$ cat src/rtl/vga_timing_gen.sv
// Raster timing generator: horizontal/vertical counters, sync pulses, active flag
// and line/frame strobes, advancing one pixel per i_pix_en strobe.
module vga_timing_gen #(
    parameter int unsigned H_ACTIVE = 640,
    parameter int unsigned H_FP     = 16,
    parameter int unsigned H_SYNC   = 96,
    parameter int unsigned H_BP     = 48,
    parameter int unsigned V_ACTIVE = 480,
    parameter int unsigned V_FP     = 10,
    parameter int unsigned V_SYNC   = 2,
    parameter int unsigned V_BP     = 33,
    parameter bit          H_POL    = 1'b0,
    parameter bit          V_POL    = 1'b0,
    localparam int unsigned H_TOTAL = H_ACTIVE + H_FP + H_SYNC + H_BP,
    localparam int unsigned V_TOTAL = V_ACTIVE + V_FP + V_SYNC + V_BP,
    localparam int unsigned XW      = $clog2(H_TOTAL),
    localparam int unsigned YW      = $clog2(V_TOTAL)
) (
    input  logic          i_clk,
    input  logic          i_rst,
    input  logic          i_pix_en,
    output logic          o_hsync,
    output logic          o_vsync,
    output logic          o_active,
    output logic [XW-1:0] o_x,
    output logic [YW-1:0] o_y,
    output logic          o_line_start,
    output logic          o_frame_start
);

    localparam logic [XW-1:0] H_LAST   = XW'(H_TOTAL - 1);
    localparam logic [XW-1:0] H_VIS    = XW'(H_ACTIVE);
    localparam logic [XW-1:0] HS_START = XW'(H_ACTIVE + H_FP);
    localparam logic [XW-1:0] HS_END   = XW'(H_ACTIVE + H_FP + H_SYNC - 1);

    localparam logic [YW-1:0] V_LAST   = YW'(V_TOTAL - 1);
    localparam logic [YW-1:0] V_VIS    = YW'(V_ACTIVE);
    localparam logic [YW-1:0] VS_START = YW'(V_ACTIVE + V_FP);
    localparam logic [YW-1:0] VS_END   = YW'(V_ACTIVE + V_FP + V_SYNC - 1);

    logic [XW-1:0] h_nxt;
    logic [YW-1:0] v_nxt;
    logic          hs_nxt;
    logic          vs_nxt;
    logic          act_nxt;
    logic          line_nxt;
    logic          frame_nxt;

    // All outputs are decoded from the next position so they land on the same
    // edge as the counters, with no extra pipeline stage.
    always_comb begin
        h_nxt = o_x + XW'(1);
        v_nxt = o_y;
        if (o_x == H_LAST) begin
            h_nxt = '0;
            v_nxt = (o_y == V_LAST) ? '0 : o_y + YW'(1);
        end
        hs_nxt    = (h_nxt >= HS_START && h_nxt <= HS_END) ? H_POL : ~H_POL;
        vs_nxt    = (v_nxt >= VS_START && v_nxt <= VS_END) ? V_POL : ~V_POL;
        act_nxt   = (h_nxt < H_VIS) && (v_nxt < V_VIS);
        line_nxt  = (h_nxt == '0);
        frame_nxt = (h_nxt == '0) && (v_nxt == '0);
    end

    always_ff @(posedge i_clk) begin
        if (i_rst) begin
            o_x           <= H_LAST;
            o_y           <= V_LAST;
            o_hsync       <= ~H_POL;
            o_vsync       <= ~V_POL;
            o_active      <= 1'b0;
            o_line_start  <= 1'b0;
            o_frame_start <= 1'b0;
        end else begin
            // Strobes self-clear every clock so they stay one i_clk wide
            // even when i_pix_en is sparse.
            o_line_start  <= 1'b0;
            o_frame_start <= 1'b0;
            if (i_pix_en) begin
                o_x           <= h_nxt;
                o_y           <= v_nxt;
                o_hsync       <= hs_nxt;
                o_vsync       <= vs_nxt;
                o_active      <= act_nxt;
                o_line_start  <= line_nxt;
                o_frame_start <= frame_nxt;
            end
        end
    end

endmodule

$ cat config.mk
export PLATFORM = sky130hd
export DESIGN_NAME = vga_timing_gen
export DESIGN_NICKNAME = d
export VERILOG_FILES = /design/src/rtl/vga_timing_gen.sv
export SDC_FILE = /design/constraint.sdc
export NUM_CORES = 1
export LEC_CHECK = 0
export CAP_MARGIN = 0
export CORE_UTILIZATION = 55
export DETAILED_ROUTE_END_ITERATION = 8
export PLACE_DENSITY_LB_ADDON = 0.15
export RECOVER_POWER = 25
export SETUP_SLACK_MARGIN = 0.1
export SKIP_CTS_REPAIR_TIMING = 1
export SLEW_MARGIN = 20
export SYNTH_ARGS = -nofsm -noshare
export SYNTH_HDL_FRONTEND = slang
export SYNTH_SLANG_ARGS = --single-unit
$ cat constraint.sdc
create_clock -name i_clk -period 4.6 [get_ports i_clk]
set_input_delay 0.92 -clock i_clk [delete_from_list [all_inputs] [get_ports i_clk]]
set_output_delay 0.92 -clock i_clk [all_outputs]
set_load 0.01 [all_outputs]
==> Word-level counts from Yosys, hierarchy flattened <==
Cells that the tools add are included.
{ "word_totals": {"register_bits": 25, "out_inout_bits": 25, "elab_cells": 30} }
{ "classes": {"add_sub_neg": 2, "order_cmp": 6, "eq_ne": 2, "muxes": 5, "bitwise_logic": 1, "reduce_logical": 7} }
{ "ops": {"columns": ["operator", "count"], "rows": [
  ["$mux W10", 3],
  ["$add A10 B1 Y10 const B", 2],
  ["$eq A10 B10 Y1 const B", 2],
  ["$logic_not A10 Y1", 2],
  ["$ge A10 B10 Y1 const B", 1],
  ["$ge A10 B9 Y1 const B", 1],
  ["$le A10 B10 Y1 const B", 1],
  ["$le A10 B9 Y1 const B", 1],
  ["$lt A10 B10 Y1 const B", 1],
  ["$lt A10 B9 Y1 const B", 1],
  ["$logic_and A1 B1 Y1", 4],
  ["$mux W1", 2],
  ["$reduce_or A2 Y1", 1],
  ["$not A1 Y1", 1]
]} }

==> Depth between registers and ports, before layout <==
Gate-level depths: netlist (run 1).
{ "depth": {"ltp_word": 6, "depth_mapped": 9} }

==> Least setup slack after synthesis (run 1) <==
OpenSTA, ideal clock, no wires.
{ "synth_timing": {"kind": "register to register", "startpoint": "register o_x[0]", "endpoint": "register o_frame_start", "arrival_time_ns": 2.273, "required_ns": 4.539, "path_slack_ns": 2.266, "stages_incl_launch_ff": 9, "path_cell_list": "dfxtp_1 > ha_1 > nand4_4 > or3_1 > buf_6 > a21o_1 > a222oi_1 > and4_1 > and4_1"} }
{ "synth_via": {"elab_chain_cells": 4} }
{ "synth_rtl": {"columns": ["element", "line", "rtl"], "rows": [
  ["from (decl)", "25", "output logic [XW-1:0] o_x,"],
  ["from (signal assigned)", "80", "o_x <= h_nxt;"],
  ["$add A10 B1 Y10 / $eq A10 B10 Y1 (equally long branches)", "52, 54", null],
  ["$mux W10", "54", "if (o_x == H_LAST) begin"],
  ["$logic_not A10 Y1", "62", "frame_nxt = (h_nxt == '0) && (v_nxt == '0);"],
  ["$logic_and A1 B1 Y1 (*)", "62", null],
  ["to (signal assigned)", "86", "o_frame_start <= frame_nxt;"],
  ["to (decl)", "28", "output logic o_frame_start"]
]} }
Every way passes the cells marked *; elsewhere a longest branch is shown, timed or not.
A chain may end at the register's enable or synchronous reset.

==> Worst setup path in the final report (run 1) <==
{ "layout_timing": {"startpoint": "input port i_pix_en", "endpoint": "register o_frame_start"} }
{ "layout_via": {"elab_chain_cells": 2} }
{ "layout_rtl": {"columns": ["element", "line", "rtl"], "rows": [
  ["from (decl)", "21", "input logic i_pix_en,"],
  ["$not A1 Y1 (no source line)", null, null],
  ["$reduce_or A2 Y1 (no source line)", null, null]
]} }
Every way passes these cells.

==> results of run 1 <==
worst max path at each step:
stage / depth (start not counted) / startpoint / endpoint / slack [ns]
after detailed placement: 6 / i_pix_en / o_frame_start / 1.43
after CTS: 6 / i_pix_en / o_frame_start / 1.77
after global routing: 6 / i_pix_en / o_frame_start / 1.49
final: 6 / i_pix_en / o_frame_start / 1.65
after global placement: 6 / i_pix_en / o_frame_start / 1.50
after floorplan: 8 / o_x[0] / o_frame_start / 2.27
critical path, stage by stage:
cell and delay, ns:
dlygate4sd3_1 0.98, inv_1 0.43, nor2_1 0.23, nand3_1 0.14
a2111oi_4 0.31, and4_1 0.22
metrics by stage:
step	power, mW	area (um2)
after floorplan	0.403	1650
after global placement	0.453	1880
after detailed placement	0.456	1880
after CTS	0.558	1910
after global routing	0.591	1910
final	0.561	1910
layer usage:
layer | up-vias | routed length, um | GRT usage (%) | share of wire (%)
met3 | 6 | 341 | 3.46 | 8.7
met2 | 87 | 1700 | 37.8 | 43
met4 | 0 | 31 | 4.53 | 0.79
li1 | 778 | - | - | -
met1 | 739 | 1840 | 38.9 | 47
met5 | - | 0 | 0 | 0
report_power, final:
part / internal [mW] / leakage, nW / switching (mW) / total [mW]
Sequential: 0.230 / 0.204 / 0.0291 / 0.259
Clock: 0.0333 / 0.0139 / 0.0743 / 0.108
Combinational: 0.0845 / 0.446 / 0.110 / 0.194
Total: 0.348 / 0.664 / 0.213 / 0.561
logic make-up (layout without fill, tap and decap cells):
group,after synthesis,after routing,synth area share (%)
buf+inv,24,41,7.36
flops,25,25,30.3
fa+ha+maj,5,5,3.64
compound gates,40,40,17.0
xor+xnor,17,17,9.03
simple gates,95,95,32.6
state kept, by name, summed over array words and instances, names as in the netlist:
register and flops:
o_x 10, o_y 10, o_active 1, o_frame_start 1
o_hsync 1, o_line_start 1, o_vsync 1
final cells by class:
type / count / area, um2 / share of cell area (%)
Clock buffer: 3 / 22.5 / 1.18
Clock inverter: 1 / 7.51 / 0.393
Inverter: 9 / 33.8 / 1.77
Multi-Input combinational cell: 157 / 1030 / 53.8
Sequential cell: 25 / 500 / 26.2
Tap cell: 31 / 38.8 / 2.03
Timing Repair Buffer: 28 / 278 / 14.6
cells in the mapped netlist (2+ instances only):
master,count
buf_4,2
and3_1,3
a211oi_1,2
nand4_1,7
xor2_1,9
a21oi_1,8
xnor2_1,8
clkbuf_1,8
and4_1,3
o311ai_0,2
nor4_1,3
ha_1,4
buf_6,3
or2_2,2
nor2_1,18
o21ai_0,11
or3_1,4
and3_2,2
dfxtp_1,25
o211ai_1,2
inv_1,9
nand2_1,17
o31ai_1,2
nand3_1,14
a31oi_1,4
nor3_1,9
==> impl_metrics.json, run 1 <==
{
  "yosys_warnings": 0,
  "dr_total_vias": 1610,
  "hold_slack_ns": 0.508,
  "dp.final_hpwl_um": 2760,
  "rsz0062_at_grt": "no",
  "port_buffers": 27,
  "reg2reg_from": "o_x[0]",
  "die_width_um": 56.8,
  "drc_errors": 6,
  "finalNonFillerCells": 254,
  "dpl.cell_count": 250,
  "clock_latency_ns": 0.33,
  "drive_above_1_share_pct": 7.62,
  "ir_drop_v": 0.000162,
  "cts_tree": "yes",
  "startpoint_type": "primary input",
  "crit_type": "in2reg",
  "synth_area_leaders": "dfxtp_1, xor2_1, nand3_1",
  "worst_pin_slew_ns": 0.712,
  "io_pins": 28,
  "cp_max_fo": 19,
  "rrSetupSlack_ns": 1.76,
  "ys_ff_latch": 25,
  "maxSlewViolCount": 0,
  "fin_ws_ns": 1.65,
  "syn_nets": 213,
  "hold_path_class": "reg2reg",
  "min_from": "o_active",
  "clockBufferDepth": 2,
  "max_cap_viol_count": 0,
  "htree_levels": 1,
  "worstPathRequired_ns": 4.89,
  "power_density_nw_per_um2": 294,
  "cts_sinks": 25,
  "drtAntennaViolNets": 0,
  "ys_seq_area_share_pct": 30.3,
  "finClkSkew_ns": 0.00634,
  "synth_edf_count": 0,
  "finalSetupTns_ns": 0,
  "fmax_mhz": 339,
  "diodes": 0,
  "synth-main-ff-cell": "dfxtp_1",
  "yosysTopAreaCellShare_pct": 30.3,
  "netlist_area_um2": 1650,
  "place_ws_ns": 1.43,
  "synth_cell_types": 51,
  "cts_root_buf": "clkbuf_4",
  "nets": 231,
  "synth_area_per_cell_um2": 8.01,
  "end_kind": "flop",
  "worstHoldPathCells": 2,
  "grt_usage_pct": 25.3,
  "mostFrequentLayoutCells": "dfxtp_1, clkdlybuf4s50_1, nor2_1",
  "grt_start_max_net_pins": 20,
  "place_congestion": 0.928,
  "utilization_pct": 68.0,
  "min_to": "o_active",
  "cts_made_buffers": 3,
  "slew_headroom_pct": 52.4,
  "layout_worst_path_cycle_share_pct": 64.1,
  "fillers": 241,
  "wl_per_cell_um": 15.4,
  "coreArea_um2": 2810,
  "grt_pass1_vias": 1358,
  "arrival_ns": 3.24,
  "rr_worst_depth": 7,
  "rows": 19,
  "final-setup-viol-count": 0,
  "antenna_found_initial": 0,
  "viasPerCell": 6.34,
  "final_common_cell": "dfxtp_1",
  "failed_checks": "design-rule violations",
  "outcome": "finished, violations left",
  "hold_viol": 0,
  "die_y_um": 56.8,
  "power.leakage_nw": 0.664,
  "grt_overflow": 0,
  "min_period_ns": 2.95,
  "grt_pass1_wl_um": 6560,
  "drtIter0Drc": 103,
  "synthCells": 206,
  "dieArea_um2": 3220,
  "dr.pass1.iters": 6,
  "cts.reportedPaths.clkPinSlew_ns": 0.15,
  "yosysTopAreaCell": "dfxtp_1",
  "wl_um": 3910,
  "area_delta_synth_final_pct": 15.7,
  "r2r-end": "o_frame_start",
  "async_reset_ff_share_pct": 0,
  "start_util_pct": 58.8
}
(Power assumes the default switching activity.)
==> run 2: changes to the inputs <==
--- a/config.mk
+++ b/config.mk
@@ -6,7 +6,7 @@
 export NUM_CORES = 1
 export LEC_CHECK = 0
 export CAP_MARGIN = 0
-export CORE_UTILIZATION = 55
+export CORE_UTILIZATION = 48
 export DETAILED_ROUTE_END_ITERATION = 8
 export PLACE_DENSITY_LB_ADDON = 0.15
 export RECOVER_POWER = 25
==> constraint.sdc (replaced) <==
create_clock -name i_clk -period 2.53 [get_ports i_clk]
set_input_delay 0.506 -clock i_clk [delete_from_list [all_inputs] [get_ports i_clk]]
set_output_delay 0.506 -clock i_clk [all_outputs]
set_load 0.01 [all_outputs]
==> run 2 against run 1 <==
Effect of this change: the run now ends clean; via count up 2.7%; final cell count increased by 11%; die area grew 14%; routed wire length increased by 13%; global-route usage up 1.3 points; clock skew decreased by 0.0037 ns; register-to-register slack got worse by 1.5 ns; setup slack got worse by 1.4 ns; hold slack better by 0.0049 ns; flip-flop and latch count stayed put; non-clock buffer count grew 15; final area rose by 6.6%; largest cell class unchanged.
==> impl_metrics.json, run 2 (synthesized netlist as in run 1, its figures left out) <==
{
  "top_usage_layer": "met2",
  "worstPathRequired_ns": 2.81,
  "fillers": 304,
  "final_common_cell": "dfxtp_1",
  "drtIter0Drc": 124,
  "final_area_um2": 2030,
  "rsz0062_at_grt": "no",
  "worst_pin_slew_ns": 0.814,
  "placed_cell_area_um2": 2010,
  "grt_usage_pct": 26.6,
  "drive_above_1_share_pct": 13.4,
  "start_util_pct": 52.3,
  "reg_top3": "o_x x10, o_y x10",
  "ir_drop_v": 0.000322,
  "met3_usage_pct": 3.62,
  "total_power_mw": 1.05,
  "place_ws_ns": 0.237,
  "place_congestion": 0.934,
  "rows": 20,
  "finClkSkew_ns": 0.00268,
  "diodes": 0,
  "outcome": "complete, no violations",
  "cts.reportedPaths.clkPinSlew_ns": 0.14,
  "htree_levels": 1,
  "io_pins": 28,
  "clockBufferDepth": 2,
  "slew_headroom_pct": 45.7,
  "grt_pass1_wl_um": 7260,
  "dpl.cell_count": 278,
  "port_buffers": 27,
  "min_period_ns": 2.27,
  "grt_pass1_vias": 1567,
  "slowest_stage": "a311o_1",
  "dr_total_vias": 1653,
  "dp.final_hpwl_um": 3280,
  "crit_type": "reg2reg",
  "area_delta_synth_final_pct": 23.3,
  "cts_tree": "yes",
  "gr-usage-met2_pct": 47.6,
  "crit_chain": "ha_1 -> nand4_4 -> nor2_2 -> nand4_1 -> a311o_1 -> a2111oi_4 -> and4_1",
  "finalSetupTns_ns": 0,
  "antenna_found_initial": 0,
  "drc_errors": 0,
  "rr_worst_depth": 7,
  "layout_worst_path_cycle_share_pct": 89.6,
  "dieArea_um2": 3670,
  "dr.pass1.iters": 5,
  "fin_ws_ns": 0.264,
  "die_width_um": 60.6,
  "hold_slack_ns": 0.513,
  "wl_um": 4420,
  "power_density_nw_per_um2": 518,
  "coreArea_um2": 3150,
  "final-setup-viol-count": 0,
  "arrival_ns": 2.54,
  "finalNonFillerCells": 282,
  "cts_sinks": 25,
  "utilization_pct": 64.5,
  "fmax_mhz": 441,
  "cts_root_buf": "clkbuf_4",
  "nets": 246,
  "grt_start_max_net_pins": 19,
  "met1_usage_pct": 32.6,
  "startpoint_type": "flop",
  "max_stage_delay_ns": 0.41,
  "power.leakage_nw": 0.733,
  "cp_max_fo": 6,
  "drtAntennaViolNets": 0,
  "wl_per_cell_um": 15.7,
  "clock_latency_ns": 0.32,
  "hold_path_class": "reg2reg",
  "mostFrequentLayoutCells": "dfxtp_1, clkdlybuf4s50_1, nor2_1",
  "cts_made_buffers": 3,
  "die_y_um": 60.6,
  "hold_viol": 0,
  "end_kind": "flop",
  "max_cap_viol_count": 0,
  "worstHoldPathCells": 2,
  "maxSlewViolCount": 0,
  "viasPerCell": 5.86,
  "grt_overflow": 0
}
-- run 2: cell types whose count changed in the layout (fill, tap and decap cells not counted) --
cell             delta
clkdlybuf4s50_1     +2
buf_4              +13
dlygate4sd3_1       -2
clkbuf_1            +2
or3_4               +1
dfxtp_2             +1
dfxtp_1             -1
clkinvlp_4          -1
clkinv_2            +1
or3_1               -1
-- run 2: power by group --
part / leakage [nW] / internal [mW] / switching, mW
clock: 0.0177 / 0.0593 / 0.127
sequential: 0.204 / 0.419 / 0.0422
combinational: 0.512 / 0.186 / 0.221
-- run 2: per-layer routing --
| metal | vias to the layer above | part of all wire, % |
|---|---|---|
| met2 | 67 | 52 |
| met4 | 0 | 0.66 |
| met1 | 773 | 41 |
| li1 | 809 | - |
| met3 | 4 | 6.3 |
| met5 | - | 0 |
-- run 2: path summary, 6_finish.rpt --
check,startpoint,endpoint,slack (ns)
hold reg to reg,o_active,o_active,0.51
setup reg to reg,o_x[0],o_frame_start,0.26
hold / removal,o_active,o_active,0.51
setup / recovery,o_x[0],o_frame_start,0.26
-- run 2: worst max-delay path, delay by kind of cell, from the launching register on --
| kind | cells | cell delay, ns |
|---|---|---|
| fa+ha+maj | 1 | 0.23 |
| simple gates | 4 | 0.81 |
| flops | 1 | 0.37 |
| compound gates | 2 | 0.81 |
-- run 2: final cells by class --
class / instances / area (um2) / area share (%)
Clock inverter: 1 / 5.00 / 0.246
Clock buffer: 3 / 22.5 / 1.11
Sequential cell: 25 / 502 / 24.7
Timing Repair Buffer: 43 / 383 / 18.8
Tap cell: 44 / 55.1 / 2.71
Multi-Input combinational cell: 157 / 1030 / 50.8
Inverter: 9 / 33.8 / 1.66
==> run 3: changes to the inputs <==
--- a/config.mk
+++ b/config.mk
@@ -8,11 +8,11 @@
 export CAP_MARGIN = 0
 export CORE_UTILIZATION = 48
 export DETAILED_ROUTE_END_ITERATION = 8
+export HOLD_SLACK_MARGIN = 0.03
 export PLACE_DENSITY_LB_ADDON = 0.15
 export RECOVER_POWER = 25
 export SETUP_SLACK_MARGIN = 0.1
 export SKIP_CTS_REPAIR_TIMING = 1
-export SLEW_MARGIN = 20
 export SYNTH_ARGS = -nofsm -noshare
 export SYNTH_HDL_FRONTEND = slang
 export SYNTH_SLANG_ARGS = --single-unit
==> results of run 3 <==
Same layout as run 2: the final DEF is identical, and so are final timing and power.
